### config.mk
export PLATFORM = sky130hd
export DESIGN_NAME = sccb_config_master
export DESIGN_NICKNAME = d
export VERILOG_FILES = /design/src/rtl/sccb_pkg.sv /design/src/rtl/ov7670_config_rom.sv /design/src/rtl/sccb_config_master.sv
export SDC_FILE = /design/constraint.sdc
export NUM_CORES = 1
export LEC_CHECK = 0
export CAP_MARGIN = 10
export CORE_UTILIZATION = 33
export CTS_CLUSTER_SIZE = 16
export DETAILED_ROUTE_END_ITERATION = 10
export DONT_BUFFER_PORTS = 1
export SETUP_SLACK_MARGIN = 0.4
export SLEW_MARGIN = 30
export SYNTH_ARGS = -nofsm -noshare
export SYNTH_HDL_FRONTEND = slang
export SYNTH_SLANG_ARGS = --single-unit
### constraint.sdc
create_clock -name clk_25 -period 7.4 [get_ports clk_25]
set_input_delay 1.48 -clock clk_25 [delete_from_list [all_inputs] [get_ports clk_25]]
set_output_delay 1.48 -clock clk_25 [all_outputs]
set_load 0.02 [all_outputs]
### src/rtl/sccb_pkg.sv
// Shared SCCB master types: FSM states, table sentinel, COM7 address and phase byte select.
// No timing or backpressure of its own; pure declarations.
package sccb_pkg;

  typedef enum logic [2:0] {
    S_POWERUP,
    S_IDLE,
    S_LOAD,
    S_START,
    S_SEND,
    S_STOP,
    S_GAP,
    S_DONE
  } state_t;

  localparam logic [15:0] SENTINEL          = 16'hFFFF;
  localparam logic [7:0]  COM7_ADDR         = 8'h12;
  localparam logic [7:0]  DEFAULT_DEVICE_ID = 8'h42;

  function automatic logic [7:0] phase_byte(input logic [1:0] ph, input logic [7:0] id,
                                            input logic [7:0] rg, input logic [7:0] vl);
    case (ph)
      2'd0:    phase_byte = id;
      2'd1:    phase_byte = rg;
      default: phase_byte = vl;
    endcase
  endfunction

endpackage

### src/rtl/ov7670_config_rom.sv
// OV7670 register/value table, {reg,val} per entry, terminated by the 16'hFFFF sentinel.
// One-cycle read latency; always ready, no backpressure.
module ov7670_config_rom
  import sccb_pkg::*;
#(
  parameter int ADDR_W = 8
) (
  input  logic              i_clk,
  input  logic [ADDR_W-1:0] i_addr,
  output logic [15:0]       o_data
);

  logic [15:0] r_data;
  logic [15:0] w_rom;

  always_comb begin
    w_rom = SENTINEL;
    case (int'(i_addr))
      0:       w_rom = 16'h1280;
      1:       w_rom = 16'h1200;
      2:       w_rom = 16'h0C04;
      3:       w_rom = 16'h3E1A;
      4:       w_rom = 16'h703A;
      5:       w_rom = 16'h7135;
      6:       w_rom = 16'h7222;
      7:       w_rom = 16'h73F2;
      8:       w_rom = 16'hA202;
      default: w_rom = SENTINEL;
    endcase
  end

  always_ff @(posedge i_clk) begin
    r_data <= w_rom;
  end

  assign o_data = r_data;

endmodule

### src/rtl/sccb_config_master.sv
// Walks the OV7670 config table after power-up, one 3-phase SCCB write per entry; start reruns it when idle/done.
// Bus changes only on quarter-bit ticks; start is ignored while busy. SCCB_SOFTRESET_WAIT_EN extends GAP after a COM7 reset.
module sccb_config_master
  import sccb_pkg::*;
#(
  parameter int          CLK_FREQ       = 25000000,
  parameter int          SCCB_FREQ      = 100000,
  parameter logic [7:0]  DEVICE_ID      = DEFAULT_DEVICE_ID,
  parameter int          ROM_ADDR_WIDTH = 8,
  parameter int          POWERUP_CYCLES = 25000
) (
  input  logic                      clk_25,
  input  logic                      reset_n,
  input  logic                      start,
  output logic                      sio_c,
  output logic                      sio_d_out,
  output logic                      sio_d_oe,
  output logic                      busy,
  output logic                      done,
  output logic [ROM_ADDR_WIDTH-1:0] rom_index
);

  localparam int                        QTR     = CLK_FREQ / (4 * SCCB_FREQ);
  localparam logic [31:0]               QTR_M1  = 32'(QTR - 1);
  localparam logic [31:0]               PWR_M1  = 32'(POWERUP_CYCLES - 1);
  localparam logic [ROM_ADDR_WIDTH-1:0] IDX_ONE = ROM_ADDR_WIDTH'(1);

  state_t                    r_state;
  state_t                    w_state_nxt;
  logic [31:0]               r_qcnt;
  logic [31:0]               r_wcnt;
  logic [1:0]                r_q;
  logic [3:0]                r_bit;
  logic [1:0]                r_phase;
  logic                      r_lwait;
  logic [ROM_ADDR_WIDTH-1:0] r_rom_index;
  logic [7:0]                r_reg;
  logic [7:0]                r_val;
  logic                      r_busy;
  logic                      r_done;
`ifdef SCCB_SOFTRESET_WAIT_EN
  logic                      r_xwait;
  logic                      w_com7_rst;
`endif

  logic        w_tick;
  logic [15:0] w_rom_data;
  logic [7:0]  w_byte;
  logic [7:0]  w_byte_sh;
  logic        w_sio_c;
  logic        w_sio_d;
  logic        w_sio_oe;

  ov7670_config_rom #(
    .ADDR_W (ROM_ADDR_WIDTH)
  ) u_rom (
    .i_clk  (clk_25),
    .i_addr (r_rom_index),
    .o_data (w_rom_data)
  );

  assign w_tick    = (r_qcnt == QTR_M1);
  assign w_byte    = phase_byte(r_phase, DEVICE_ID, r_reg, r_val);
  assign w_byte_sh = w_byte << r_bit[2:0];
`ifdef SCCB_SOFTRESET_WAIT_EN
  assign w_com7_rst = (r_reg == COM7_ADDR) && r_val[7];
`endif

  always_comb begin
    w_state_nxt = r_state;
    case (r_state)
      S_POWERUP: if (r_wcnt == PWR_M1) w_state_nxt = S_LOAD;
      S_IDLE:    if (start) w_state_nxt = S_LOAD;
      S_LOAD: begin
        // ROM output is only valid on the second LOAD cycle
        if (&r_rom_index) w_state_nxt = S_DONE;
        else if (r_lwait) w_state_nxt = (w_rom_data == SENTINEL) ? S_DONE : S_START;
      end
      S_START:   if (w_tick && (r_q == 2'd1)) w_state_nxt = S_SEND;
      S_SEND: begin
        if (w_tick && (r_q == 2'd3) && (r_bit == 4'd8) && (r_phase == 2'd2))
          w_state_nxt = S_STOP;
      end
      S_STOP:    if (w_tick && (r_q == 2'd2)) w_state_nxt = S_GAP;
      S_GAP: begin
`ifdef SCCB_SOFTRESET_WAIT_EN
        if (r_xwait) begin
          if (r_wcnt == PWR_M1) w_state_nxt = S_LOAD;
        end else if (w_tick && (r_q == 2'd3) && !w_com7_rst) begin
          w_state_nxt = S_LOAD;
        end
`else
        if (w_tick && (r_q == 2'd3)) w_state_nxt = S_LOAD;
`endif
      end
      S_DONE:    if (start) w_state_nxt = S_LOAD;
      default:   w_state_nxt = S_POWERUP;
    endcase
  end

  always_comb begin
    w_sio_c  = 1'b1;
    w_sio_d  = 1'b1;
    w_sio_oe = 1'b1;
    case (r_state)
      S_START: w_sio_d = (r_q == 2'd0);
      S_SEND: begin
        w_sio_c = r_q[1];
        if (r_bit == 4'd8) w_sio_oe = 1'b0;
        else               w_sio_d  = w_byte_sh[7];
      end
      S_STOP: begin
        w_sio_c = (r_q != 2'd0);
        w_sio_d = (r_q == 2'd2);
      end
      default: ;
    endcase
  end

  always_ff @(posedge clk_25 or negedge reset_n) begin
    if (!reset_n) begin
      r_state     <= S_POWERUP;
      r_qcnt      <= '0;
      r_wcnt      <= '0;
      r_q         <= '0;
      r_bit       <= '0;
      r_phase     <= '0;
      r_lwait     <= 1'b0;
      r_rom_index <= '0;
      r_reg       <= '0;
      r_val       <= '0;
      r_busy      <= 1'b0;
      r_done      <= 1'b0;
`ifdef SCCB_SOFTRESET_WAIT_EN
      r_xwait     <= 1'b0;
`endif
    end else begin
      r_state <= w_state_nxt;
      r_busy  <= (w_state_nxt != S_IDLE) && (w_state_nxt != S_DONE);
      r_done  <= (w_state_nxt == S_DONE);
      if (w_state_nxt != r_state) begin
        r_qcnt  <= '0;
        r_q     <= '0;
        r_wcnt  <= '0;
        r_lwait <= 1'b0;
`ifdef SCCB_SOFTRESET_WAIT_EN
        r_xwait <= 1'b0;
`endif
        if (w_state_nxt == S_LOAD) begin
          if (r_state == S_GAP)           r_rom_index <= r_rom_index + IDX_ONE;
          else if (r_state != S_POWERUP)  r_rom_index <= '0;
        end
        if (w_state_nxt == S_START) begin
          r_reg   <= w_rom_data[15:8];
          r_val   <= w_rom_data[7:0];
          r_bit   <= '0;
          r_phase <= '0;
        end
      end else begin
        r_qcnt <= w_tick ? '0 : r_qcnt + 32'd1;
        if (w_tick) r_q <= r_q + 2'd1;
        case (r_state)
          S_POWERUP: r_wcnt  <= r_wcnt + 32'd1;
          S_LOAD:    r_lwait <= 1'b1;
          S_SEND: begin
            if (w_tick && (r_q == 2'd3)) begin
              if (r_bit == 4'd8) begin
                r_bit   <= '0;
                r_phase <= r_phase + 2'd1;
              end else begin
                r_bit <= r_bit + 4'd1;
              end
            end
          end
`ifdef SCCB_SOFTRESET_WAIT_EN
          S_GAP: begin
            if (r_xwait)                                        r_wcnt  <= r_wcnt + 32'd1;
            else if (w_tick && (r_q == 2'd3) && w_com7_rst)     r_xwait <= 1'b1;
          end
`endif
          default: ;
        endcase
      end
    end
  end

  assign sio_c     = w_sio_c;
  assign sio_d_out = w_sio_d;
  assign sio_d_oe  = w_sio_oe;
  assign busy      = r_busy;
  assign done      = r_done;
  assign rom_index = r_rom_index;

endmodule

==> results of run 1 <==
==> logic make-up after synthesis <==
kind of cell	synth area share [%]
multiplexers	4.91
XOR/XNOR	8.85
flip-flops	46.1
adder cells (fa/ha/maj)	3.73
AO/OA/AOI/OAI	7.89
AND/OR/NAND/NOR	25.4
buffers and inverters	3.15
==> through the flow <==
stage / util [%] / setup WS (ns) / hold WS (ns) / std cells
floorplan: - / 3.81 / 0.465 / 633
global placement: 34.6 / 3.02 / 0.475 / 841
detailed placement: 34.6 / 2.92 / 0.480 / 841
CTS: 37.9 / 3.38 / 0.490 / 873
global route: 37.9 / 2.92 / 0.502 / 873
finish: 37.9 / 3.42 / 0.486 / 873
==> worst register-to-register path, delay by kind of cell (launching register included) <==
kind	cells	cell delay [ns]
simple gates	5	2.23
compound gates	1	0.66
flops	1	0.59
buf+inv	1	0.35
==> synthesized netlist by cell type, types with 6 or more instances <==
master	instances	area, sq um
sky130_fd_sc_hd__or3_1	7	43.8
sky130_fd_sc_hd__nor3_1	12	60.1
sky130_fd_sc_hd__xnor2_1	22	193
sky130_fd_sc_hd__nand3_1	34	170
sky130_fd_sc_hd__nor2_1	96	360
sky130_fd_sc_hd__dfxtp_1	14	280
sky130_fd_sc_hd__mux2i_1	6	60.1
sky130_fd_sc_hd__o21ai_0	17	85.1
sky130_fd_sc_hd__mux2_4	15	225
sky130_fd_sc_hd__ha_1	18	225
sky130_fd_sc_hd__clkbuf_1	12	45.0
sky130_fd_sc_hd__inv_1	20	75.1
sky130_fd_sc_hd__and3_1	14	87.6
sky130_fd_sc_hd__nand4_1	21	131
sky130_fd_sc_hd__nand2_1	59	221
sky130_fd_sc_hd__xor2_1	39	342
sky130_fd_sc_hd__nor4_1	20	125
sky130_fd_sc_hd__dfrtp_1	100	2500
sky130_fd_sc_hd__a21oi_1	12	60.1
==> metal layers <==
layer,wire length [um],vias to the layer above,GRT usage (%)
li1,-,2225,-
met1,6010,2099,19.0
met2,5580,53,22.0
met3,391,14,3.90
met4,183,0,5.74
met5,0,-,0
==> worst paths after layout <==
kind | endpoint | slack (ns) | depth (start not counted)
max | r_qcnt[26] | 3.42 | 7
min | r_reg[6] | 0.49 | 1
max reg2reg | r_qcnt[26] | 3.51 | 7
min reg2reg | r_reg[6] | 0.49 | 1
max in group asynchronous | r_qcnt[17] | 6.48 | 0
min in group asynchronous | r_wcnt[24] | 0.76 | 0
==> power by group through the flow <==
| stage | sequential [uW] | clock [uW] | combinational [uW] |
|---|---|---|---|
| 2_1_floorplan | 634 | 0 | 0.181 |
| 3_3_place_gp | 634 | 0 | 0.196 |
| 3_5_place_dp | 634 | 0 | 0.206 |
| 4_1_cts | 623 | 820 | 0.217 |
| 5_1_grt | 622 | 855 | 0.269 |
| 6_report | 623 | 799 | 0.226 |
==> layout make-up <==
type | count | area share, %
clock buffer | 23 | 7.82
clock inverter | 9 | 0.900
inverter | 22 | 1.21
multi-input combinational | 476 | 45.0
sequential | 114 | 40.8
tap | 229 | 4.21
==> results.md, run 1 <==
- The path class of the tightest hold or removal check is flop to flop.
- At the pin with the least slew margin, the transition time is 0.773 ns.
- The worst hold path startpoint is u_rom.o_data[14].
- Buffers placed on the I/O ports in this run total 0.
- The share of cells above drive strength 1 is 9.94%.
- The initial antenna violation count is 0.
- The share of power burned in combinational logic is 0%.
- Setup violations remaining at the end of the flow were counted as 0.
- The largest individual stage delay along the critical path comes from the cell sky130_fd_sc_hd__or2_2.
- In this run the remaining antenna-violating nets after routing total 0.
- The number of gates resized after CTS is 0.
- The DRC violation count after routing is 0.
- The max capacitance violation total is 0.
- The kind of critical path is input pin to flop.
- For this design the ratio of total power to cell area is 209 nW/um^2.
- Net switching is 20.4% of the power.
- The worst clock skew is 0.00920 ns.
- For the worst setup path, the data required time is 7.74 ns.
- The dominant register cell in the synthesized netlist is sky130_fd_sc_hd__dfrtp_1.
- After detailed placement, the total cell area comes to 6220 sq um.
- The internal portion of total power is 1130 uW.
- Buffers added to address setup during post-CTS repair amount to 0.
- The combined area of all synthesized cells is 6040 sq um.
- From left edge to right edge, the die measures 137 um.
- The initial cell density of the core is 33.6%.
- The via count of the first global-routing pass is 4,272.
- Summed over all layers, the routed wires come to 12.2 mm.
- The number of antenna diodes in the final layout is 0.
- The core box area is 18,000 sq um.
- The post-route setup TNS is 0 ns.
- The overall die area is 18,800 sq um.
- STA puts the critical path data arrival time at 4.32 ns.
- The clock slew at the register clock pins of the worst setup and hold paths is 0.05 ns.
- The net count of the finished layout is 652.
- The relative contribution of sequential cells to total power is 43.8%.
- The achievable clock frequency is 251 MHz.
- Synthesis inferred 114 register bits.
- The count of flip-flops with a built-in enable after synthesis is 0.
- Dividing the detail-routed wire length by the instance count gives 13.9 um.
- The part of the total power dissipated in the clock network is 56.2%.
- The number of buffers and inverters on the critical path is 0.
- The synthesized netlist net count is 654.
- Yosys printed 0 warnings.
- The sort of element at the end of the critical path is a flop.
- The flow ran to the end, and the final reports show no timing, DRC or antenna violations.
- After clock tree synthesis, the flow added hold-fix buffers numbering 0.
- Of all nets on the critical path, the largest fanout is 37.
- The count of routing violations after the opening detailed-route iteration is 260.
- The largest single stage delay on the critical path is 0.73 ns.
- The number of sinks driven by the clock tree is 114.
- The half-perimeter wire length of the detailed placement result is 8.32 mm.
- Setup repair after global routing left no endpoint under its margin.
- The I/O pin count is 16.
- Entering global routing, the biggest net connects 101 pins.
- The startpoint identified for the worst register-to-register timing path is r_state[1].
- Headroom to the max-slew limit came out at 48.1%.
- The global-route wire length before repair is 21.0 mm.
- In this run the deepest clock path goes through 2 buffers.
- The number of pins exceeding their max-slew limit in the final report was 0.
- The die is 137 um tall.
- The remaining global-route overflow is 0.
- Among cell families on the critical path, the largest total delay comes from simple AND/OR/NAND/NOR gates.
- The tree is rooted in a sky130_fd_sc_hd__clkbuf_16.
- The share of the cycle needed by the critical path after routing is 53.8%.
- The multi-input gate area in the final layout is 3070 sq um.
- Across every metal layer, demand over resource in global routing totals 14.3%.
- The H-tree was split into 4 levels.
- In this run the core area contains 49 standard-cell rows.
- After synthesis, the netlist uses 67 different library cells.
- The library cell used most frequently in the layout, excluding fill and tap cells, is sky130_fd_sc_hd__dfrtp_1.
- The filler cells instantiated in the layout total 1,793.
- The kind of launch point of the worst setup path is an input pin.
- TritonCTS built the clock tree.
- VDD sags by at most 121 uV.
- In this run the static leakage power is 0.00307 uW.
- Buffers inserted during clock tree synthesis total 17.
- The proportion of register bits with asynchronous set or reset after synthesis is 87.7%.
- Once layout is done, the placed cells without fillers occupy 6810 sq um.
- The design draws 1420 uW.
- In the routed layout, each cell is associated on average with a via count of 5.03.
- The insertion delay to the later sink of the worst-skew pair is 0.42 ns.
- The critical path goes through and2_0 > o311ai_0 > o2bb2a_1 > a311oi_1 > nand2_2 > or2_2 > nor2_1.
- The area taken by flip-flops and latches is 2780 sq um.
- The smallest clock period supported by the final layout is computed as 3.98 ns.
- The worst setup path startpoint is start.
- The vias after detailed routing is 4,391.
- Of the synthesized area, sequential elements account for 46.1%.
- The cell count after synthesis is 633.
- The first-pass iteration count of the detailed router is 6.
- The final count of hold timing violations is 0.
- At the end of routability-driven placement, the weighted congestion stood at 0.867.
- Averaged over all synthesized cells, the footprint is 9.54 sq um.
- Leaving out fill and tap cells, the most frequent cells in the layout are sky130_fd_sc_hd__dfrtp_1 (100), sky130_fd_sc_hd__nor2_1 (96), sky130_fd_sc_hd__nand2_1 (59).
- The area growth from synthesis to final layout is 12.8%.
- The analysis attributes to net switching a power of 291 uW.
No activity file was read; power rests on OpenSTA's default activity.
==> inputs of run 2 (changes only) <==
==> constraint.sdc (replaced) <==
create_clock -name clk_25 -period 3.4 [get_ports clk_25]
set_input_delay 0.68 -clock clk_25 [delete_from_list [all_inputs] [get_ports clk_25]]
set_output_delay 0.68 -clock clk_25 [all_outputs]
set_load 0.02 [all_outputs]
==> run 2 against run 1 <==
Global-route usage up 0.63 points. First-iteration DRC count up 9.2%. Register-to-register slack worse by 3.2 ns. Clock power up 130%. Largest cell class unchanged.
==> results.md, run 2 (synthesis results as in run 1) <==
- Outcome: finished, final reports clean (unchanged).
- The commonest non-fill, non-tap cell in the layout was sky130_fd_sc_hd__dfrtp_1 (unchanged).
- The remaining global-route overflow was 0 (unchanged).
- The die boundary height is 137 um (unchanged).
- Commonest cells after routing, fill and taps aside: sky130_fd_sc_hd__dfrtp_1 (99), sky130_fd_sc_hd__nor2_1 (95), sky130_fd_sc_hd__nand2_1 (58) (was sky130_fd_sc_hd__dfrtp_1 (100), sky130_fd_sc_hd__nor2_1 (96), sky130_fd_sc_hd__nand2_1 (59)).
- The total power per unit cell area was 442 nW/um^2 (was 209 nW/um^2).
- The initial antenna violation count was 0 (unchanged).
- The switching share of power is 20.4% (about the same).
- The library cell used as clock root buffer is sky130_fd_sc_hd__clkbuf_16 (unchanged).
- The worst voltage drop across the vdd grid came to 318 uV (was 121 uV).
- The maximum fanout along the worst path is 20 (was 37).
- The total clock buffers created by CTS is 17 (unchanged).
- Subtracting the final worst setup slack from the clock period gives 3.08 ns.
- The internal portion of total power came to 2550 uW (was 1130 uW).
- Cell Chain, Critical Path: nor4_2 > nand4_1 > or4_4 > a211o_4 > mux2_4 > a211o_1 > buf_12 > mux2_4 (was and2_0 > o311ai_0 > o2bb2a_1 > a311oi_1 > nand2_2 > or2_2 > nor2_1).
- The family with the most delay on the worst path is simple AND/OR/NAND/NOR gates (unchanged).
- The number of buffers and inverters on the critical path came to 1 (was 0).
- The transition at the pin with the smallest max-transition slack came to 0.578 ns (was 0.773 ns).
- The filler cell count in the final layout came to 1,748 (was 1,793).
- The count of buffers from port buffering is 0 (unchanged).
- In the finished design, the share of the clock period the worst path needs comes to 90.7%.
- The global routing usage summed across all routing layers was 14.9% (was 14.3%).
- The maximum number of pins on one net before global-route repair came to 101 (unchanged).
- The capture point of the worst reg-to-reg path is r_reg[1] (was r_qcnt[26]).
- The library cell contributing the largest single delay on the critical path is sky130_fd_sc_hd__or4_4 (was sky130_fd_sc_hd__or2_2).
- The H-tree depth came to 4 (unchanged).
- The floorplan die width was 137 um (unchanged).
- The type of the most critical hold path is input pin to asynchronous set/reset pin (was flop to flop).
- The detailed-route wire length per cell is 14.5 um (was 13.9 um).
- The final count of hold timing violations came to 0 (unchanged).
- The part of the total power dissipated in the clock network is 56.9% (was 56.2%).
- The initial cell density of the core came to 33.6% (unchanged).
- The post-route setup TNS came to 0 ns (unchanged).
- The global-route wire length before repair is 21.9 mm (was 21.0 mm).
- The insertion delay to the later sink of the worst-skew pair is 0.42 ns (about the same).
- The static leakage came to 0.00330 uW (was 0.00307 uW).
- The standard-cell row count is 49 (unchanged).
- The number of nets in the layout is 686 (was 652).
- The TritonCTS clock tree is built (unchanged).
- The maximum cell stage delay along the critical path is 0.55 ns (was 0.73 ns).
- The max capacitance violation total is 0 (unchanged).
- The number of sinks driven by the clock tree was 114 (unchanged).
- The routed wire length is 13.1 mm (was 12.2 mm).
- The overall die area came to 18,800 sq um (unchanged).
- Setup repair after global routing missed its margin: true (was false).
- The total setup violations reported at the end of the flow is 0 (unchanged).
- The share of cells above drive strength 1 is 17.1% (was 9.94%).
- The path length in cells of the critical path is 8 (was 7).
- The vias after detailed routing is 4,619 (was 4,391).
- The finished layout cell area was 7260 sq um (was 6810 sq um).
- The worst clock skew is 0.0113 ns (was 0.00920 ns).
- The first-pass iteration count of the detailed router came to 4 (was 6).
- The half-perimeter wire length of the detailed placement result is 8.55 mm (was 8.32 mm).
- The data arrival time at the worst-slack endpoint is 3.38 ns (was 4.32 ns).
- The area taken by flip-flops and latches is 2780 sq um (about the same).
- The I/O pin count is 16 (unchanged).
- The worst reg-to-reg setup slack was 0.32 ns (was 3.51 ns).
- The dominant cell type by count on the critical path is sky130_fd_sc_hd__mux2_4.
- The via density per instance was 5.09 (was 5.03).
- The kind of critical path is flop to flop (was input pin to flop).
- The number of pins exceeding their max-slew limit in the final report is 0 (unchanged).
- The share of power burned in combinational logic is 0.8% (was 0%).
- The area growth from synthesis to final layout is 20.3% (was 12.8%).
- The number of cells on the worst reg-to-reg path is 8 (was 7).
- The core box area is 18,000 sq um (unchanged).
- The multi-input gate area in the final layout is 3200 sq um (was 3070 sq um).
- The kind of launch point of the worst setup path is a flop (was input pin).
- The DRC violation count after routing is 0 (unchanged).
- Timing would allow up to 324 MHz.
- The remaining antenna violation count is 0 (unchanged).
- The net switching power of the design was 656 uW (was 291 uW).
- The relative contribution of sequential cells to total power is 42.3% (was 43.8%).
- The via count of the first global-routing pass is 4,477 (was 4,272).
- The deepest clock path buffer count is 2 (unchanged).
- The count of routing violations after the opening detailed-route iteration was 284 (was 260).
- The cell area after placement is 6380 sq um (was 6220 sq um).
- The worst slew margin relative to its limit is 61.4% (was 48.1%).
- The sort of element at the end of the critical path is a flop (unchanged).
- The source of the worst register-to-register timing path is r_qcnt[9] (was r_state[1]).
- The global placement routability congestion is 0.850 (was 0.867).
- The clock slew at the register clock pins of the worst setup and hold paths is 0.05 ns (about the same).
- The number of antenna cells inserted is 0 (unchanged).
- The worst path required time is 3.70 ns (was 7.74 ns).
## run 2: worst max path at each step
stage / to / start / slack, ns
floorplan: r_reg[0] / r_qcnt[1] / 0.40
global placement: r_reg[5] / r_qcnt[1] / 0.18
detailed placement: r_reg[4] / r_qcnt[1] / 0.13
CTS: r_reg[1] / r_qcnt[1] / 0.29
global route: r_reg[1] / r_qcnt[1] / 0.18
finish: r_reg[1] / r_qcnt[9] / 0.32
## run 2: final cells by class
cell class                 instances  share of cell area [%]
clock buffer                      25                    8.01
clock inverter                     7                   0.706
inverter                          22                    1.14
multi-input combinational        477                    44.0
sequential                       114                    38.3
tap                              229                    3.94
timing repair buffer              33                    3.88
## run 2: per-stage QoR
step	power, uW	instances	util [%]	hold WS (ns)	worst slack, ns
final	3210	907	40.4	0.188	0.317
after global routing	3320	907	40.4	0.232	0.181
after CTS	3250	902	39.9	0.208	0.288
after detailed placement	1380	863	35.5	0.390	0.132
after global placement	1380	863	35.5	0.390	0.179
after floorplan	1380	633	-	0.384	0.402
## run 2: layer usage
metal  global-route usage (%)  wire (um)  up-vias
met3                     3.83        481       25
met5                        0          0        -
met4                     6.78        248        0
met1                     20.2       6450     2225
met2                     22.3       5950       73
li1                         -          -     2296
## run 2: power by group through the flow
| stage | clock, uW | combinational [uW] | sequential (uW) |
|---|---|---|---|
| after detailed placement | 0 | 0.446 | 1380 |
| after global placement | 0 | 0.446 | 1380 |
| after global routing | 1940 | 32.0 | 1350 |
| after CTS | 1870 | 28.7 | 1360 |
| after floorplan | 0 | 0.392 | 1380 |
| final | 1830 | 26.3 | 1360 |
## run 2: repair_timing
action                                  CTS  global route
endpoints found under the setup margin   61            96
resized for setup                        17            13
hold buffers                              1             0
pin swaps                                 7             4
hold endpoints to repair                100             0
cloned                                    0             1
setup buffers                             6             4
## run 2: worst reg2reg max path: cells and delay by family (launching register included)
family	cells	cell delay [ns]
flops	1	0.44
mux	2	0.63
buf+inv	1	0.18
simple gates	3	1.06
compound gates	2	0.66
